[src/rtl/end_text_ctrl.sv]
// end_text_ctrl: clears a 16x16 character buffer and writes "PLAYER n WINS" for the end-of-game overlay.
// Optional blinking of the overlay in SHOW is enabled by defining END_TEXT_BLINK_EN.
module end_text_ctrl #(
   parameter logic [3:0] MSG_ROW      = 4'd7,
   parameter logic [3:0] MSG_COL      = 4'd1,
   parameter int         BLINK_FRAMES = 30
) (
   input  logic       clk,
   input  logic       rst,
   input  logic       game_over_i,
   input  logic [1:0] winner_i,
   input  logic       restart_i,
   input  logic       vsync_i,
   input  logic [7:0] char_xy_i,
   output logic [6:0] char_code_o,
   output logic       overlay_en_o,
   output logic       busy_o,
   output logic       done_o
);
   typedef enum logic [1:0] {IDLE, CLEAR, WRITE, SHOW} state_t;
   localparam logic [103:0] MSG = "PLAYER n WINS";
   if (int'(MSG_COL) + 13 > 16) begin : g_col_chk
      $error("end_text_ctrl: message does not fit in the buffer row");
   end
   state_t      state_q, state_d;
   logic [7:0]  ptr_q, ptr_d;
   logic [3:0]  i_q, i_d;
   logic [1:0]  win_q, win_d;
   logic        go_q, go_rise;
   logic        done_q, done_d;
   logic        we;
   logic [7:0]  wa;
   logic [6:0]  wd, msg_ch;
   logic [6:0]  code_q;
   logic [6:0]  ram_q [256];
   assign go_rise = game_over_i & ~go_q;
   always_comb begin
      msg_ch = (i_q == 4'd7) ? 7'h30 + {5'd0, win_q} : MSG[8*(12-i_q) +: 7];
      state_d = state_q;
      ptr_d   = ptr_q;
      i_d     = i_q;
      win_d   = win_q;
      done_d  = 1'b0;
      we      = 1'b0;
      wa      = ptr_q;
      wd      = 7'h20;
      case (state_q)
         IDLE: if (go_rise) begin
            state_d = CLEAR;
            win_d   = winner_i;
            ptr_d   = '0;
         end
         CLEAR: begin
            we = 1'b1;
            if (ptr_q == 8'hFF) begin
               state_d = WRITE;
               i_d     = '0;
            end else
               ptr_d = ptr_q + 8'd1;
         end
         WRITE: begin
            we = 1'b1;
            wa = {MSG_ROW, 4'(MSG_COL + i_q)};
            wd = msg_ch;
            if (i_q == 4'd12) begin
               state_d = SHOW;
               done_d  = 1'b1;
            end else
               i_d = i_q + 4'd1;
         end
         default: ;
      endcase
      // restart beats everything, including a same-cycle game_over rise in IDLE
      if (restart_i) begin
         state_d = IDLE;
         done_d  = 1'b0;
      end
   end
   always_ff @(posedge clk) begin
      if (rst) begin
         state_q <= IDLE;
         ptr_q   <= '0;
         i_q     <= '0;
         win_q   <= '0;
         go_q    <= 1'b0;
         done_q  <= 1'b0;
      end else begin
         state_q <= state_d;
         ptr_q   <= ptr_d;
         i_q     <= i_d;
         win_q   <= win_d;
         go_q    <= game_over_i;
         done_q  <= done_d;
      end
   end
   always_ff @(posedge clk) begin
      if (we) ram_q[wa] <= wd;
   end
   always_ff @(posedge clk) begin
      if (rst) code_q <= '0;
      else code_q <= ram_q[char_xy_i];
   end
   assign char_code_o = code_q;
   assign busy_o      = (state_q == CLEAR) || (state_q == WRITE);
   assign done_o      = done_q;
`ifdef END_TEXT_BLINK_EN
   localparam int FW = $clog2(BLINK_FRAMES + 1);
   logic          vs_q, blink_q, wrap;
   logic [FW-1:0] fc_q;
   assign wrap = (fc_q == FW'(BLINK_FRAMES - 1));
   // vs_q resets high so the first cycle out of reset cannot look like an edge
   always_ff @(posedge clk) begin
      if (rst) begin
         vs_q    <= 1'b1;
         fc_q    <= '0;
         blink_q <= 1'b1;
      end else begin
         vs_q <= vsync_i;
         if (state_d == SHOW && state_q != SHOW) begin
            fc_q    <= '0;
            blink_q <= 1'b1;
         end else if (state_q == SHOW && vsync_i && !vs_q) begin
            fc_q    <= wrap ? '0 : fc_q + 1'b1;
            blink_q <= wrap ? ~blink_q : blink_q;
         end
      end
   end
   assign overlay_en_o = (state_q == SHOW) && blink_q;
`else
   logic unused_cfg;
   assign unused_cfg   = vsync_i | (BLINK_FRAMES == 0);
   assign overlay_en_o = (state_q == SHOW);
`endif
endmodule

[config.mk]
export PLATFORM = sky130hd
export DESIGN_NAME = end_text_ctrl
export DESIGN_NICKNAME = d
export VERILOG_FILES = /design/src/rtl/end_text_ctrl.sv
export SDC_FILE = /design/constraint.sdc
export NUM_CORES = 2
export LEC_CHECK = 0
export CORE_MARGIN = 2
export CORE_UTILIZATION = 63
export CTS_BUF_LIST = sky130_fd_sc_hd__clkbuf_16
export DETAILED_ROUTE_END_ITERATION = 16
export DONT_BUFFER_PORTS = 1
export PLACE_DENSITY = 0.79
export REMOVE_ABC_BUFFERS = 1
export SLEW_MARGIN = 40
export SYNTH_ARGS = -nofsm -noshare
export SYNTH_HDL_FRONTEND = slang
export SYNTH_SLANG_ARGS = --single-unit
[constraint.sdc]
create_clock -name clk -period 17.8 [get_ports clk]
set_input_delay 3.56 -clock clk [delete_from_list [all_inputs] [get_ports clk]]
set_output_delay 3.56 -clock clk [all_outputs]
set_load 0.005 [all_outputs]
---- Word-level counts from Yosys, hierarchy flattened ----
Memory sizes are Yosys's and may differ from the RTL's. A register that Yosys moved wholly into a read port is not among the register bits.
Cells that the tools add are included.
cells by class
  add/subtract/negate cells ............... 4
  equal/unequal tests ..................... 11
  shift operators ......................... 1
  mux-type cells .......................... 17
  bitwise gates (word level) .............. 3
  reduce and logical (&&, ||, !) cells .... 12
operator list
  cell                                                         number
  indexed part select 104 x 33 -> 7 bit, first input constant  1
  two-way mux 8 bit                                            3
  one-hot mux 8 bit (2 select lines)                           1
  two-way mux 7 bit                                            2
  != test 2 bit, second input constant                         5
  adder 8 x 1 -> 8 bit, second input constant                  1
  == test 8 bit, second input constant                         1
  two-way mux 4 bit                                            2
  one-hot mux 4 bit (2 select lines)                           1
  adder 6 x 2 -> 7 bit, first input constant                   1
  two-way mux 2 bit                                            3
  one-hot mux 2 bit (3 select lines)                           1
  AND reduction 3 bit                                          2
  subtractor 4 x 4 -> 5 bit, first input constant              1
  adder 4 x 1 -> 4 bit, second input constant                  1
  == test 2 bit, second input constant                         2
  == test 4 x 3 -> 1 bit, second input constant                1
  == test 4 bit, second input constant                         1
  two-way mux 1 bit                                            4
  AND reduction 4 bit                                          1
  nonzero test 2 bit                                           2
  OR reduction 2 bit                                           2
  nonzero test 3 bit                                           1
  OR reduction 3 bit                                           1
  other kinds (6)                                              7
word-level totals
  register bits after elaboration ......... 18
  memory bits (writable) .................. 1792
  input bits .............................. 15
  word-level logic and storage cells ...... 55
  memories ................................ 1
memory list
  memory  depth  bits a word  read ports  clocked after memory_dff  write ports  line  RTL
  ram_q   256    7            1           1                         1            35    logic [6:0] ram_q [256];

---- Logic depth before layout (Yosys ltp) ----
  word-level depth ........................ 5
  depth in mapped cells ................... 11

---- Least setup slack after synthesis ----
Ideal clock, no wire load.
  path kind ............................... register to register
  start ................................... register i_q[0]
  end ..................................... memory ram_q[0][1], data pin
  arrival time ............................ 12.956 ns
  required time ........................... 15.372 ns
  path slack .............................. 2.416 ns
  cell stages (with the launch flop) ...... 10
  buffers on the path ..................... 2
  period minus slack after synthesis ...... 15.384 ns
  path through ............................ dfxtp_1 clkbuf_1 inv_1 ha_1 clkbuf_1 inv_1 a31oi_1 o22ai_1 nand2_1 a311oi_1
on the way
  longest elaborated chain between the ends .. 4
  elaborated cells on any way between the ends .. 5
  classes of those cells .................. add/sub: 1; eq/ne: 1; shift: 1; mux: 2
RTL lines
  item                                   line  RTL
  from (decl)                            27    logic [3:0] i_q, i_d;
  from (signal assigned)                 90    i_q <= i_d;
  subtractor 4 x 4 -> 5 bit              38    msg_ch = (i_q == 4'd7) ? 7'h30 + {5'd0, win_q} : MSG[8*(12-i_q) +: 7];
  indexed part select 104 x 33 -> 7 bit  38
  two-way mux 7 bit (*)                  38
  two-way mux 7 bit (*)                  47    case (state_q)
  net wd[1]                              33    logic [6:0] wd, msg_ch;
  to (decl)                              35
Mark *: on every way through the listed nets, which the timed path passes. The rest lies on a longest branch.

==> impl_metrics.py <==
metrics = {
    "run_status": {
        "status": "finished, final reports clean",
    },
    "sta": {
        "worst_pin_slew_ns": 1.195,
        "finalSetupViolations": 0,
        "finalClockSkew_ns": 0.02871,
        "holdWs_ns": 0.4971,
        "layout_min_cycle_time_ns": 7.518,
        "fin_crit_sh": 0.4224,
        "rsz0062_at_grt": "no",
        "slew_headroom": 0.2035,
        "hold_viol_final": 0,
        "postLayoutSetupSlackWorst_ns": 10.28,
        "drv_slew": 0,
        "tns_ns": 0,
        "fmax_mhz": 133.0,
    },
    "floorplan": {
        "die_w_um": 342.7,
        "ioPinCount": 25,
        "dieArea_mm2": 0.1174,
        "row_count": 124,
        "core_area_mm2": 0.1140,
        "start_util": 0.6336,
        "die_h_um": 342.7,
    },
    "drt": {
        "wl_per_cell_um": 32.84,
        "vias": 37440,
        "routed_via_density": 7.057,
        "drt_first_pass_iters": 6,
        "wl_mm": 174.2,
        "drc_errors": 0,
        "dr.first_iter.drc_count": 5571,
        "ant_nets": 0,
    },
    "cts": {
        "ctsHoldBuffers": 0,
        "clk_pin_slew_worst_paths_ns": 0.06,
        "cts_buffers": 173,
        "cts_tree": "done",
        "ctsResizeCount": 0,
        "cts_setup_buffers": 0,
        "cts_max_level": 4,
        "clkLatencyLatePin_ns": 0.79,
        "cts-root-buf": "clkbuf_16",
        "cts_num_sinks": 1817,
        "clock_path_buffers": 3,
    },
    "final_layout": {
        "drive_gt1_frac": 0.1539,
        "area_growth_pct": 9.291,
        "final_area_mm2": 0.07896,
        "nets": 3677,
        "layout.cells.non_filler": 5305,
        "fin_util": 0.6925,
    },
    "global_route": {
        "first_global_vias": 36930,
        "grt_pass1_wl_mm": 251.5,
        "antenna_found_initial": 6,
        "grt_max_degree": 514,
        "track_usage": 0.2985,
        "grt-ovfl-total": 0,
    },
    "synthesis": {
        "syn_area_per_cell_um2": 19.84,
        "synth_cell_types": 73,
        "post-synth-top-count-cell": "edfxtp_1",
        "synth_edf_count": 1792,
        "async_reset_ff_frac": 0,
        "synth_flop_cell": "edfxtp_1",
        "synth_top_area_share": 0.7448,
        "syn_inst": 3641,
        "syn_area_mm2": 0.07225,
        "yosysWarningCount": 0,
        "synth_seq_cells": 1817,
        "yosys-top-cells-area": "edfxtp_1, mux4_2, mux4_1",
        "yosys-top-cells-count": "edfxtp_1, nor2_1, mux4_2",
        "yosysSeqAreaShare": 0.7517,
        "yosysTopAreaCell": "edfxtp_1",
    },
    "setup_path": {
        "start_kind": "primary input",
        "crit_top_cell": "buf_16",
        "slowest_delay_ns": 0.71,
        "cp.buffers_inverters": 3,
        "crit_type": "in -> reg",
        "worstPathCellList": "buf_16, buf_16, buf_16, nand3_1, o22ai_1, nor4b_1, nor4_2, nand4b_1, o31ai_1",
        "endpoint_kind": "flip-flop",
        "cp_max_fo": 144,
        "crit_family": "simple AND/OR/NAND/NOR gates",
        "r2r_slack_ns": 13.47,
        "arrival_ns": 8.17,
        "slowest_stage": "nor4_2",
        "required_ns": 18.46,
    },
    "place": {
        "placed_area_mm2": 0.07334,
        "globalplace.congestion": 0.8505,
        "dp_slack_ns": 10.73,
        "io_buffers": 0,
        "dp_hpwl_mm": 96.85,
        "placedCellCount": 4982,
    },
    "power_and_ir_drop": {
        "power_density_mw_per_mm2": 106.1,
        "ir_drop_mv": 0.1218,
        "finalPower_mw": 8.376,
        "power_leakage_nw": 27.08,
    },
    "flow_run": {
        "drv_cap": 0,
    },
    "worst_hold_path": {
        "hold_path.class": "reg -> reg",
    },
}
[final timing paths]
path | startpoint | end | cells past startpoint
hold / removal | win_q[1] | win_q[1] | 2
hold reg to reg | win_q[1] | win_q[1] | 2
setup / recovery | char_xy_i[0] | char_code_o[6] | 9
setup reg to reg | i_q[0] | ram_q[255][5] | 9
[logic make-up (layout without fill, tap and decap cells)]
kind of cell | after synthesis | count (layout) | share of synthesized area
AOI/OAI and AO/OA | 345 | 345 | 0.03451
xor gates and xnor gates | 11 | 11 | 0.001333
adders and majority gates | 9 | 9 | 0.001559
buffers and inverters | 230 | 377 | 0.02262
DFF | 1817 | 1817 | 0.7517
muxes | 559 | 559 | 0.1465
other | 0 | 5 | 0
and+or+nand+nor | 670 | 670 | 0.04179
[layout by cell type (no fill, tap or decap), types with 18 or more instances in the layout]
cell type / n
a21oi_1: 27
nand2_1: 127
buf_4: 33
mux4_2: 245
and3_1: 18
o22ai_1: 57
o221ai_1: 55
clkinv_2: 35
nor2_1: 315
a22oi_1: 46
mux2i_1: 194
mux4_1: 118
nor3_1: 42
inv_1: 48
edfxtp_1: 1792
and2_1: 18
o21ai_0: 54
dfxtp_1: 25
nand3_1: 53
clkbuf_16: 175
clkinv_1: 35
[registers in the layout, indices dropped and copies added (netlist names)]
signal	count
ram_q	1792
ptr_q	8
char_code_o	7
i_q	4
state_q	2
win_q	2
done_o	1
go_q	1
[power by group]
part	total (mW)	internal [mW]	switching, mW	leakage [nW]
clock network	3.51	1.95	1.56	2.79
registers	4.64	4.64	0.00179	18.5
logic	0.229	0.0787	0.150	5.78
total	8.38	6.66	1.71	27.1
[cell type report]
cell class                      count  area, um^2
Fill cell                        6611       35070
Clock inverter                    135       991.0
Sequential cell                  1817       54310
Timing Repair Buffer               56       812.0
Clock buffer                      175        4379
Inverter                           11       41.29
Tap cell                         1512        1892
Multi-Input combinational cell   1594       16520
Antenna cell                        5       12.51
[metal layers]
metal	track usage	up-vias	part of all wire
li1	-	15120	-
met1	0.4159	19020	0.36
met2	0.4517	2814	0.47
met3	0.08405	483	0.13
met4	0.1257	6	0.047
met5	0	-	0.00024
[worst reg2reg max path, cell delays in order (launching register included)]
cell	delay, ns
dfxtp_1	0.69
inv_1	0.28
ha_1	0.52
nand2_1	0.21
inv_1	0.07
a211oi_1	0.15
o21ai_0	0.16
nand3_4	0.44
buf_6	0.70
buf_4	0.76
(Power assumes the default switching activity.)
